### src/rtl/hilo_muldiv.sv
// Iterative 32-bit multiply/divide unit holding the HI/LO register pair.
// Radix-2 shift-add multiply and restoring divide, 32 iterations plus a FINISH cycle.
module hilo_muldiv (
  input  logic        clk_in,
  input  logic        rst_in,
  input  logic        start,
  input  logic [2:0]  op,
  input  logic [31:0] RD1,
  input  logic [31:0] RD2,
  input  logic        flush,
  output logic [31:0] HI,
  output logic [31:0] LO,
  output logic        busy,
  output logic        done
);

  typedef enum logic [1:0] {S_IDLE, S_MUL, S_DIV, S_FINISH} state_t;

  localparam logic [2:0] OP_MULT  = 3'b000;
  localparam logic [2:0] OP_MULTU = 3'b001;
  localparam logic [2:0] OP_DIV   = 3'b010;
  localparam logic [2:0] OP_DIVU  = 3'b011;
  localparam logic [2:0] OP_MTHI  = 3'b100;
  localparam logic [2:0] OP_MTLO  = 3'b101;

  state_t      r_state, w_next;
  logic [4:0]  r_cnt;
  logic [63:0] r_acc;
  logic [31:0] r_b;
  logic        r_is_div, r_sign_q, r_sign_r, r_dz;
  logic [31:0] r_hi, r_lo;
  logic        r_done;

  logic        w_accept, w_signed;
  logic [31:0] w_abs_a, w_abs_b;
  logic [32:0] w_mul_sum;
  logic [32:0] w_div_top;
  logic [33:0] w_div_diff;
  logic [63:0] w_prod;
  logic [31:0] w_quo, w_rem;

  assign w_accept = (r_state == S_IDLE) && start && !flush;
  assign w_signed = ~op[0];
  assign w_abs_a  = (w_signed && RD1[31]) ? -RD1 : RD1;
  assign w_abs_b  = (w_signed && RD2[31]) ? -RD2 : RD2;

  // Multiply: low half of r_acc holds the multiplier, shifted out as the product grows in.
  assign w_mul_sum  = {1'b0, r_acc[63:32]} + (r_acc[0] ? {1'b0, r_b} : 33'd0);
  // Divide: r_acc = {remainder, dividend/quotient}; shifted remainder needs 33 bits.
  assign w_div_top  = r_acc[63:31];
  assign w_div_diff = {1'b0, w_div_top} - {2'b00, r_b};

  assign w_prod = r_sign_q ? -r_acc : r_acc;
  assign w_quo  = r_sign_q ? -r_acc[31:0]  : r_acc[31:0];
  assign w_rem  = r_sign_r ? -r_acc[63:32] : r_acc[63:32];

  always_ff @(posedge clk_in or posedge rst_in) begin
    if (rst_in) r_state <= S_IDLE;
    else        r_state <= w_next;
  end

  always_comb begin
    w_next = r_state;
    case (r_state)
      S_IDLE: begin
        if (w_accept) begin
          if (op == OP_MULT || op == OP_MULTU)     w_next = S_MUL;
          else if (op == OP_DIV || op == OP_DIVU)  w_next = S_DIV;
        end
      end
      S_MUL, S_DIV: begin
        if (flush)              w_next = S_IDLE;
        else if (r_cnt == 5'd31) w_next = S_FINISH;
      end
      S_FINISH: w_next = S_IDLE;
      default:  w_next = S_IDLE;
    endcase
  end

  always_ff @(posedge clk_in or posedge rst_in) begin
    if (rst_in) begin
      r_hi     <= 32'd0;
      r_lo     <= 32'd0;
      r_done   <= 1'b0;
      r_acc    <= 64'd0;
      r_b      <= 32'd0;
      r_cnt    <= 5'd0;
      r_is_div <= 1'b0;
      r_sign_q <= 1'b0;
      r_sign_r <= 1'b0;
      r_dz     <= 1'b0;
    end else begin
      r_done <= 1'b0;
      case (r_state)
        S_IDLE: begin
          if (w_accept) begin
            case (op)
              OP_MTHI: r_hi <= RD1;
              OP_MTLO: r_lo <= RD1;
              OP_MULT, OP_MULTU: begin
                r_acc    <= {32'd0, w_abs_b};
                r_b      <= w_abs_a;
                r_sign_q <= w_signed & (RD1[31] ^ RD2[31]);
                r_sign_r <= 1'b0;
                r_is_div <= 1'b0;
                r_dz     <= 1'b0;
                r_cnt    <= 5'd0;
              end
              OP_DIV, OP_DIVU: begin
                r_acc    <= {32'd0, w_abs_a};
                r_b      <= w_abs_b;
                r_sign_q <= w_signed & (RD1[31] ^ RD2[31]);
                r_sign_r <= w_signed & RD1[31];
                r_is_div <= 1'b1;
                r_dz     <= (RD2 == 32'd0);
                r_cnt    <= 5'd0;
              end
              default: ;
            endcase
          end
        end
        S_MUL: begin
          if (!flush) begin
            r_acc <= {w_mul_sum, r_acc[31:1]};
            r_cnt <= r_cnt + 5'd1;
          end
        end
        S_DIV: begin
          if (!flush) begin
            if (!w_div_diff[33]) r_acc <= {w_div_diff[31:0], r_acc[30:0], 1'b1};
            else                 r_acc <= {r_acc[62:0], 1'b0};
            r_cnt <= r_cnt + 5'd1;
          end
        end
        S_FINISH: begin
          if (!flush) begin
            r_done <= 1'b1;
            if (!r_is_div) begin
              r_hi <= w_prod[63:32];
              r_lo <= w_prod[31:0];
            end else if (!r_dz) begin
              r_hi <= w_rem;
              r_lo <= w_quo;
            end
          end
        end
        default: ;
      endcase
    end
  end

  assign HI   = r_hi;
  assign LO   = r_lo;
  assign busy = (r_state != S_IDLE);
  assign done = r_done;

endmodule

### config.mk
export PLATFORM = sky130hd
export DESIGN_NAME = hilo_muldiv
export DESIGN_NICKNAME = d
export VERILOG_FILES = /design/src/rtl/hilo_muldiv.sv
export SDC_FILE = /design/constraint.sdc
export NUM_CORES = 1
export LEC_CHECK = 0
export ABC_CLOCK_PERIOD_IN_PS = 6350
export BUFFER_PORTS_ARGS = -buffer_cell sky130_fd_sc_hd__buf_2
export CAP_MARGIN = 20
export CELL_PAD_IN_SITES_DETAIL_PLACEMENT = 1
export CELL_PAD_IN_SITES_GLOBAL_PLACEMENT = 1
export CORE_ASPECT_RATIO = 0.8
export CORE_MARGIN = 5
export CORE_UTILIZATION = 30
export CTS_BUF_LIST = sky130_fd_sc_hd__clkbuf_8
export CTS_CLUSTER_SIZE = 12
export DETAILED_ROUTE_END_ITERATION = 10
export PLACE_DENSITY = 0.57
export SYNTH_ARGS = -nofsm -noshare
export SYNTH_HDL_FRONTEND = slang
export SYNTH_SLANG_ARGS = --single-unit
export TNS_END_PERCENT = 10
### constraint.sdc
create_clock -name clk_in -period 6.35 [get_ports clk_in]
set_input_delay 0.3175 -clock clk_in [delete_from_list [all_inputs] [get_ports clk_in]]
set_output_delay 0.3175 -clock clk_in [all_outputs]
set_load 0.005 [all_outputs]
==> results.sh, run 1 <==
export IMPL_ios=137
export IMPL_outcome="completed"
export IMPL_synth_top_area_share_pct=29.2
export IMPL_fillers=5878
export IMPL_ys_warn_count=0
export IMPL_dieArea_mm2=0.0537
export IMPL_end_kind="flop"
export IMPL_timing_slew_headroom_pct=22.9
export IMPL_period_needed_ps=4370
export IMPL_slowest_delay_ps=560
export IMPL_postSynthCellCount=1863
export IMPL_async_flop_share_pct=100
export IMPL_r2r_end="r_acc[63]"
export IMPL_cp_data_required_time_ps=6800
export IMPL_yosysUniqueCellTypes=74
export IMPL_syn_area_mm2=0.0147
export IMPL_fin_crit_sh_pct=68.8
export IMPL_synth_edf_count=0
export IMPL_arrival_ps=4820
export IMPL_cts_buffer_depth=2
export IMPL_wirelength_um=66900
export IMPL_port_buffers=136
export IMPL_routedWlPerCell_um=26.0
export IMPL_cts_buffers=17
export IMPL_vias=15065
export IMPL_p_seq_share_pct=24.5
export IMPL_first_iter_violations=1317
export IMPL_initial_core_util_pct=30.4
export IMPL_overflow=0
export IMPL_die_width_um=258
export IMPL_grt_pass1_vias=14776
export IMPL_fmax_mhz=229
export IMPL_swShare_pct=55.3
export IMPL_cp_slowest_cell="o31ai_1"
export IMPL_grt_max_degree=85
export IMPL_r2r_cells=12
export IMPL_drtAntennaViolNets=0
export IMPL_diodes=0
export IMPL_skew_ps=23.4
export IMPL_wl_met1_um=33800
export IMPL_viasPerCell=5.85
export IMPL_met3_length_um=5230
export IMPL_drv_slew=0
export IMPL_cts_sinks=172
export IMPL_antenna_found_initial=0
export IMPL_vdd_ir_drop_max_uv=237
export IMPL_min_from="flush"
export IMPL_rsz0062_at_grt="no"
export IMPL_synth_ff_type="dfrtp_1"
export IMPL_place_hpwl_um=52600
export IMPL_clkLatencyLatePin_ps=550
export IMPL_gp_congestion=0.908
export IMPL_ctsRootBufferMaster="clkbuf_8"
export IMPL_tightest_slew_ps=1160
export IMPL_post_cts_buffers=0
export IMPL_grt_usage_pct=24.3
export IMPL_path_cells="inv_1, nor2_1, ha_1, nor2b_1, o31a_1, o2111ai_1, a211o_1, o31ai_1, a41o_1, a41oi_1, or4_1, a211oi_1"
export IMPL_crit_fanout=19
export IMPL_final_common_cell="nand2_1"
export IMPL_r2r_start="r_acc[0]"
export IMPL_nNetsFinal=2081
export IMPL_synth_area_leaders="dfrtp_1 29%, o21ai_0 6.8%, ha_1 6.4%, xor2_1 5.4%, nand2_1 5.2%"
export IMPL_highest_layer="met4"
export IMPL_power_leakage_nw=7.25
export IMPL_synth_seq_cells=172
export IMPL_hold_viol=0
export IMPL_critPathKind="flop to flop"
export IMPL_most_common_layout_cells="202 x nand2_1, 201 x o21ai_0, 172 x dfrtp_1"
export IMPL_critPathBufInv=1
export IMPL_drt_first_pass_iters=5
export IMPL_wl_met2_um=26900
export IMPL_design_area_mm2=0.0164
export IMPL_die_h_um=208
export IMPL_worstSetupStartpoint="r_acc[0]"
export IMPL_grt_pass1_wl_um=100000
export IMPL_area_growth_pct=11.2
export IMPL_pwr_share_comb_pct=66.5
export IMPL_avgSynthCellArea_um2=7.91
export IMPL_setup_tns_ps=0
export IMPL_worst_r2r_setup_slack_ps=1980
export IMPL_drc=0
export IMPL_rows=72
export IMPL_yosysSeqAreaShare_pct=29.2
export IMPL_start_kind="flop"
export IMPL_maxCapViolCount=0
export IMPL_hp_class="input pin to flop"
export IMPL_place_area_mm2=0.0160
export IMPL_hold_end="done"
export IMPL_cts_tree="yes"
export IMPL_drive_gt1_share_pct=11.5
export IMPL_path_clk_slew_ps=120
export IMPL_synth_top_cell_by_area="dfrtp_1"
export IMPL_htree_num_levels=4
export IMPL_crit_family="compound AO/OA/AOI/OAI gates"
export IMPL_p_per_area_mw_per_mm2=569
export IMPL_setup_viol=0
export IMPL_power_switching_mw=5.15
export IMPL_min_path_cells=2
export IMPL_synth_nets=2011
export IMPL_clkPwrFrac_pct=9.0
export IMPL_core_mm2=0.0485
export IMPL_p_int_mw=4.16
## worst max-delay path by stage
stage / endpoint / slack [ps] / depth (start not counted)
finish: r_acc[63] / 1980 / 12
global route: r_acc[63] / 1800 / 12
CTS: r_acc[63] / 2010 / 12
detailed placement: r_acc[63] / 2010 / 12
global placement: HI[8] / 2160 / 11
floorplan: HI[0] / 1370 / 1
## cell families after synthesis
kind of cell             Yosys count  share of synthesized area [%]
XOR/XNOR                         170                           10.1
AND/OR/NAND/NOR                  573                           18.3
adder cells (fa/ha/maj)           77                           6.64
AO/OA/AOI/OAI                    661                           28.7
buffers and inverters            176                           4.71
multiplexers                      34                           2.36
flip-flops                       172                           29.2
## flip-flops by register name, indices dropped and copies added (netlist names)
signal	count
r_sign_r	1
r_dz	1
LO	32
r_b	32
r_sign_q	1
r_is_div	1
done	1
HI	32
r_cnt	5
r_acc	64
r_state	2
## per-stage QoR
step                total power [mW]  hold WS (ps)  worst slack (ps)  utilization [%]  instances
detailed placement              8.39           438              2010             33.0       2541
global placement                8.30           436              2160             32.9       2540
CTS                             9.27          31.7              2010             33.8       2573
global route                    10.0          50.3              1800             33.8       2574
finish                          9.32          65.7              1980             33.8       2574
floorplan                       6.16           383              1370                -       1863
## Yosys cell counts, types with 4 or more instances
library cell	n
nor3_1	36
a221o_1	9
xor2_1	90
nor3b_1	11
a22o_1	12
a211o_1	6
nor2_1	162
a221oi_1	4
nand2b_1	16
o31a_1	5
o41ai_1	11
o211ai_1	10
or3_1	15
buf_2	4
o21a_1	8
a31oi_1	25
and3_1	14
a22oi_1	57
or2_2	8
or4_4	4
o31ai_2	4
o21ai_0	201
mux2i_1	28
xnor2_1	80
nor2b_1	17
buf_1	9
ha_1	75
nor4_1	20
o21bai_1	9
dfrtp_1	172
a211oi_1	33
and2_1	7
a311oi_1	4
o31ai_1	26
nand2_1	203
nand4_1	11
mux2_2	6
inv_1	66
clkbuf_1	92
nand3_1	25
a21oi_1	144
o221ai_1	18
a21o_1	49
or4_1	10
## timing repair
action                     in CTS  in global routing
setup endpoints to repair       0                  0
hold buffers                    1                  0
hold endpoints to repair       60                  0
gates resized for setup         0                  0
## cell type report
type                    instances  area [um2]  area share, %
clock buffers                  19         262           1.60
clock inverters                12         124          0.756
flip-flops and latches        172        4300           26.3
repair buffers                161         870           5.31
inverters                      66         253           1.54
multi-input cells            1515        9780           59.7
well taps                     629         787           4.81
## routing by layer
layer,up-vias,GRT usage (%)
li1,6916,-
met1,7596,38.0
met2,503,34.0
met3,50,5.44
met4,0,4.91
met5,-,0
## power groups by stage
| stage | sequential, mW | clock (mW) | combinational (mW) |
|---|---|---|---|
| after floorplan | 1.97 | 0 | 4.19 |
| after global placement | 2.27 | 0 | 6.03 |
| after detailed placement | 2.29 | 0 | 6.11 |
| after CTS | 2.26 | 0.861 | 6.14 |
| after global routing | 2.34 | 0.896 | 6.76 |
| final | 2.28 | 0.842 | 6.19 |
Power figures use the tool's default switching activity.
==> inputs of run 2 (changes only) <==
Settings changed: ABC_CLOCK_PERIOD_IN_PS 6350 to 4210.
Clock period 6.35 ns to 4.21 ns, I/O delays scaled along.
==> run 2 against run 1 <==
Against the previous run:
- utilization is 1.1 points higher
- critical path type unchanged
- clock power is 64% higher
- highest routed layer unchanged
- largest cell class unchanged
- non-clock buffer count is 53 higher
- die area stayed put
- sequential power is 43% higher
==> results.sh, run 2 (synthesis gave the netlist of run 1 again) <==
export IMPL_setup_ws_ps=238
export IMPL_grt_pass1_wl_um=101000
export IMPL_htree_num_levels=4
export IMPL_antenna_found_initial=1
export IMPL_drv_slew=0
export IMPL_largest_reg_flops=64
export IMPL_path_clk_slew_ps=120
export IMPL_p_seq_share_pct=22.5
export IMPL_arrival_ps=4420
export IMPL_p_total_mw=14.4
export IMPL_die_h_um=208
export IMPL_viasPerCell=5.84
export IMPL_final_common_cell="nand2_1"
export IMPL_drt_first_pass_iters=5
export IMPL_tightest_slew_ps=1070
export IMPL_multi_input_area_mm2=0.00978
export IMPL_ios=137
export IMPL_top_register="r_acc"
export IMPL_slowest_delay_ps=550
export IMPL_drc=0
export IMPL_initial_core_util_pct=30.4
export IMPL_power_switching_mw=7.83
export IMPL_place_area_mm2=0.0164
export IMPL_cts_tree="yes"
export IMPL_fillers=5869
export IMPL_p_per_area_mw_per_mm2=854
export IMPL_clkLatencyLatePin_ps=540
export IMPL_start_kind="flop"
export IMPL_drtAntennaViolNets=0
export IMPL_cts_buffer_depth=2
export IMPL_cp_slowest_cell="or4_1"
export IMPL_hp_class="input pin to flop"
export IMPL_p_int_mw=6.60
export IMPL_drive_gt1_share_pct=14.1
export IMPL_design_area_mm2=0.0169
export IMPL_routedWlPerCell_um=25.6
export IMPL_core_mm2=0.0485
export IMPL_cp_data_required_time_ps=4660
export IMPL_place_hpwl_um=53600
export IMPL_grt_max_degree=78
export IMPL_cts_buffers=17
export IMPL_period_needed_ps=3970
export IMPL_first_iter_violations=1232
export IMPL_nNetsFinal=2134
export IMPL_area_growth_pct=14.7
export IMPL_swShare_pct=54.3
export IMPL_path_cells="and2_1, ha_1, inv_1, fa_1, nor2b_1, o31a_1, o2111ai_1, a211o_1, o31ai_2, a41o_1, a41oi_1, or4_1, a211oi_1"
export IMPL_ctsRootBufferMaster="clkbuf_8"
export IMPL_most_common_layout_cells="202 x nand2_1, 201 x o21ai_0, 172 x dfrtp_1"
export IMPL_fin_crit_sh_pct=94.3
export IMPL_cts_sinks=172
export IMPL_outcome="completed"
export IMPL_fmax_mhz=252
export IMPL_gp_congestion=0.915
export IMPL_hold_viol=0
export IMPL_setup_tns_ps=0
export IMPL_setup_viol=0
export IMPL_die_width_um=258
export IMPL_vdd_ir_drop_max_uv=265
export IMPL_dieArea_mm2=0.0537
export IMPL_clkPwrFrac_pct=9.6
export IMPL_crit_fanout=7
export IMPL_pre_cts_ws_ps=187
export IMPL_rows=72
export IMPL_wirelength_um=67300
export IMPL_pwr_share_comb_pct=67.9
export IMPL_vias=15348
export IMPL_critPathKind="flop to flop"
export IMPL_grt_pass1_vias=15115
export IMPL_end_kind="flop"
export IMPL_overflow=0
export IMPL_timing_slew_headroom_pct=28.5
export IMPL_maxCapViolCount=0
export IMPL_seq_area_mm2=0.00430
export IMPL_power_leakage_nw=7.55
export IMPL_rsz0062_at_grt="no"
export IMPL_port_buffers=136
export IMPL_skew_ps=18.4
export IMPL_grt_usage_pct=24.4
-- run 2: cell types whose count changed in the layout (fill, tap and decap cells not counted), sizes merged --
cell | previous run | this run
clkinvlp | 4 | 6
buf | 158 | 211
clkbuf | 20 | 17
dlygate4sd3 | 1 | 3
bufinv | 2 | 3
clkdlybuf4s18 | 1 | 0
diode | 0 | 1
-- run 2: timing repair --
action	4_1_cts	5_1_grt
gates resized for setup	0	2
endpoints found under the setup margin	0	1
hold buffers	3	0
hold endpoints to repair	40	0
buffers inserted	0	3
-- run 2: critical path: cells and delay by family, from the launching register on --
family / cells / cell delay (ps)
AND/OR/NAND/NOR: 3 / 900
AO/OA/AOI/OAI: 7 / 1830
adder cells (fa/ha/maj): 2 / 580
flip-flops: 1 / 520
buffers and inverters: 1 / 60
-- run 2: area by class of cell --
cell class,count,area share (%)
Sequential cell,172,25.5
Multi-Input combinational cell,1515,57.9
Antenna cell,1,0.0148
Timing Repair Buffer,214,7.88
Inverter,66,1.51
Clock inverter,15,1.20
Tap cell,629,4.66
Clock buffer,17,1.38
-- run 2: worst paths after layout --
check                      startpoint        end  slack (ps)  depth (start not counted)
setup reg to reg             r_acc[0]  r_acc[63]         240                         13
setup / recovery             r_acc[0]  r_acc[63]         240                         13
min in group asynchronous      rst_in     LO[14]         140                          3
max in group asynchronous      rst_in   r_acc[6]        3200                          5
hold / removal                RD2[31]   r_sign_q          60                          3
hold reg to reg                LO[29]     LO[29]         480                          1
-- run 2: per-stage QoR --
step	hold WS (ps)	instances	utilization (%)
3_5_place_dp	461	2588	33.7
3_3_place_gp	453	2587	33.7
4_1_cts	24.5	2623	34.7
5_1_grt	37.1	2629	34.9
2_1_floorplan	276	1863	-
6_report	61.7	2629	34.9
-- run 2: power groups by stage --
| stage | combinational, mW | clock, mW | sequential (mW) |
|---|---|---|---|
| floorplan | 6.32 | 0 | 2.98 |
| global placement | 9.46 | 0 | 3.24 |
| detailed placement | 9.62 | 0 | 3.27 |
| CTS | 9.66 | 1.41 | 3.23 |
| global route | 10.7 | 1.48 | 3.33 |
| finish | 9.80 | 1.38 | 3.25 |
-- run 2: metal layers --
layer	global-route usage (%)	vias up	wire length, um
li1	-	7029	-
met3	4.01	43	4530
met4	4.44	0	925
met1	38.7	7769	34200
met5	0	-	0
met2	34.8	507	27600
==> inputs of run 3 (changes only) <==
Settings changed: MAX_ROUTING_LAYER set to met4.
==> run 3 against run 2 <==
Against the previous run:
- critical endpoint unchanged
- design area fell by 0.99%
- sequential power barely moved
- critical path depth stayed put
- highest routed layer unchanged
- count of clock-buffer cells in the layout increased by 1
- sequential share of layout area grew 0.26 points
- sequential cell count is the same
==> results.sh, run 3 (synthesis gave the netlist of run 1 again) <==
export IMPL_hold_viol=0
export IMPL_cp_slowest_cell="or4_1"
export IMPL_power_switching_mw=7.69
export IMPL_arrival_ps=4430
export IMPL_skew_ps=20.8
export IMPL_power_leakage_nw=7.47
export IMPL_grt_pass1_wl_um=99900
export IMPL_fmax_mhz=252
export IMPL_swShare_pct=54.4
export IMPL_top_register="r_acc"
export IMPL_fillers=5890
export IMPL_first_iter_violations=1058
export IMPL_largest_reg_flops=64
export IMPL_path_clk_slew_ps=120
export IMPL_htree_num_levels=4
export IMPL_min_path_cells=3
export IMPL_end_kind="flop"
export IMPL_r2r_cells=13
export IMPL_grt_pass1_vias=15122
export IMPL_grt_usage_pct=24.9
export IMPL_core_mm2=0.0485
export IMPL_cts_buffer_depth=2
export IMPL_most_common_layout_cells="202 x nand2_1, 201 x o21ai_0, 172 x dfrtp_1"
export IMPL_crit_fanout=7
export IMPL_drv_slew=0
export IMPL_slowest_delay_ps=540
export IMPL_critPathKind="flop to flop"
export IMPL_cts_sinks=172
export IMPL_maxCapViolCount=0
export IMPL_final_common_cell="nand2_1"
export IMPL_die_h_um=208
export IMPL_cp_data_required_time_ps=4660
export IMPL_timing_hold_ws_ps=52.5
export IMPL_overflow=0
export IMPL_vias=15032
export IMPL_ios=137
export IMPL_viasPerCell=5.74
export IMPL_pwr_share_comb_pct=67.9
export IMPL_worst_r2r_setup_slack_ps=230
export IMPL_hold_end="r_b[31]"
export IMPL_r2r_end="r_acc[63]"
export IMPL_place_area_mm2=0.0163
export IMPL_port_buffers=136
export IMPL_initial_core_util_pct=30.4
export IMPL_gp_congestion=0.899
export IMPL_drive_gt1_share_pct=13.5
export IMPL_start_kind="flop"
export IMPL_nNetsFinal=2124
export IMPL_grt_max_degree=58
export IMPL_tightest_slew_ps=1000
export IMPL_r2r_start="r_acc[0]"
export IMPL_drtAntennaViolNets=0
export IMPL_place_hpwl_um=53000
export IMPL_drc=0
export IMPL_period_needed_ps=3980
export IMPL_antenna_found_initial=2
export IMPL_vdd_ir_drop_max_uv=354
export IMPL_setup_viol=0
export IMPL_routedWlPerCell_um=25.3
export IMPL_rsz0062_at_grt="no"
export IMPL_dieArea_mm2=0.0537
export IMPL_path_cells="and2_1, ha_1, inv_1, fa_1, nor2b_1, o31a_1, o2111ai_1, a211o_1, o31ai_1, a41o_1, a41oi_1, or4_1, a211oi_1"
export IMPL_outcome="completed"
export IMPL_design_area_mm2=0.0167
export IMPL_timing_slew_headroom_pct=33.2
export IMPL_critPathBufInv=1
export IMPL_rows=72
export IMPL_fin_util_pct=34.5
export IMPL_area_growth_pct=13.6
export IMPL_fin_crit_sh_pct=94.4
export IMPL_clkPwrFrac_pct=9.3
export IMPL_setup_tns_ps=0
export IMPL_diodes=0
export IMPL_hp_class="input pin to flop"
export IMPL_p_int_mw=6.45
export IMPL_ctsRootBufferMaster="clkbuf_8"
export IMPL_pre_cts_ws_ps=254
export IMPL_p_per_area_mw_per_mm2=845
export IMPL_wirelength_um=66200
export IMPL_crit_family="compound AO/OA/AOI/OAI gates"
export IMPL_p_seq_share_pct=22.8
export IMPL_clkLatencyLatePin_ps=530
export IMPL_cts_tree="yes"
export IMPL_min_from="RD2[31]"
export IMPL_die_width_um=258
export IMPL_setup_ws_ps=234
export IMPL_cts_buffers=17
export IMPL_drt_first_pass_iters=6
run 3: changes by cell type in the layout (fill, tap and decap cells not counted), sizes merged:
cell / previous run / this run
buf: 211 / 201
bufinv: 3 / 2
clkbuf: 17 / 18
clkinv: 2 / 3
clkinvlp: 6 / 5
diode: 1 / 0
run 3: worst max path at each step:
stage	from	end	slack, ps	cells after the start
after floorplan	r_acc[0]	r_acc[63]	650	13
after global placement	r_acc[0]	r_acc[63]	390	12
final	r_acc[0]	r_acc[63]	230	13
after detailed placement	r_acc[0]	r_acc[63]	250	12
after global routing	r_acc[0]	r_acc[63]	40	13
after CTS	r_acc[0]	r_acc[63]	220	12
run 3: power by group through the flow:
stage / clock [mW] / sequential (mW) / combinational [mW]
global placement: 0 / 3.20 / 9.36
CTS: 1.35 / 3.20 / 9.56
floorplan: 0 / 2.98 / 6.32
finish: 1.31 / 3.22 / 9.60
detailed placement: 0 / 3.23 / 9.53
global route: 1.41 / 3.31 / 10.6
run 3: layout make-up:
cell class                 instances  area, um2  area share [%]
tap                              629        787            4.70
inverter                          66        255            1.53
sequential                       172       4300            25.7
timing repair buffer             204       1200            7.19
clock buffer                      18        248            1.48
multi-input combinational       1515       9780            58.4
clock inverter                    14        158           0.942
run 3: routing by layer:
| layer | GRT usage [%] | wire [um] | vias up |
|---|---|---|---|
| met4 | 4.12 | 940 | 0 |
| met1 | 37.6 | 33700 | 7523 |
| met2 | 34.0 | 26800 | 450 |
| met5 | - | 0 | - |
| met3 | 6.10 | 4770 | 46 |
| li1 | - | - | 7013 |
run 3: stage by stage:
step / power [mW] / std cells
3_5_place_dp: 12.8 / 2583
2_1_floorplan: 9.30 / 1863
6_report: 14.1 / 2618
3_3_place_gp: 12.6 / 2582
4_1_cts: 14.1 / 2618
5_1_grt: 15.3 / 2618
run 3: repair_timing:
item / 4_1_cts / 5_1_grt
hold endpoints to repair: 34 / 0
endpoints found under the setup margin: 0 / 1
setup buffers: 0 / 0
hold buffers: 3 / 0
gates resized for setup: 0 / 1
run 3: worst register-to-register path: stages (launching register included):
cell and delay (ps):
dfrtp_1 530, and2_1 180, ha_1 170, inv_1 60, fa_1 410, nor2b_1 170
o31a_1 180, o2111ai_1 160, a211o_1 370, o31ai_1 390, a41o_1 340, a41oi_1 210
or4_1 540, a211oi_1 210
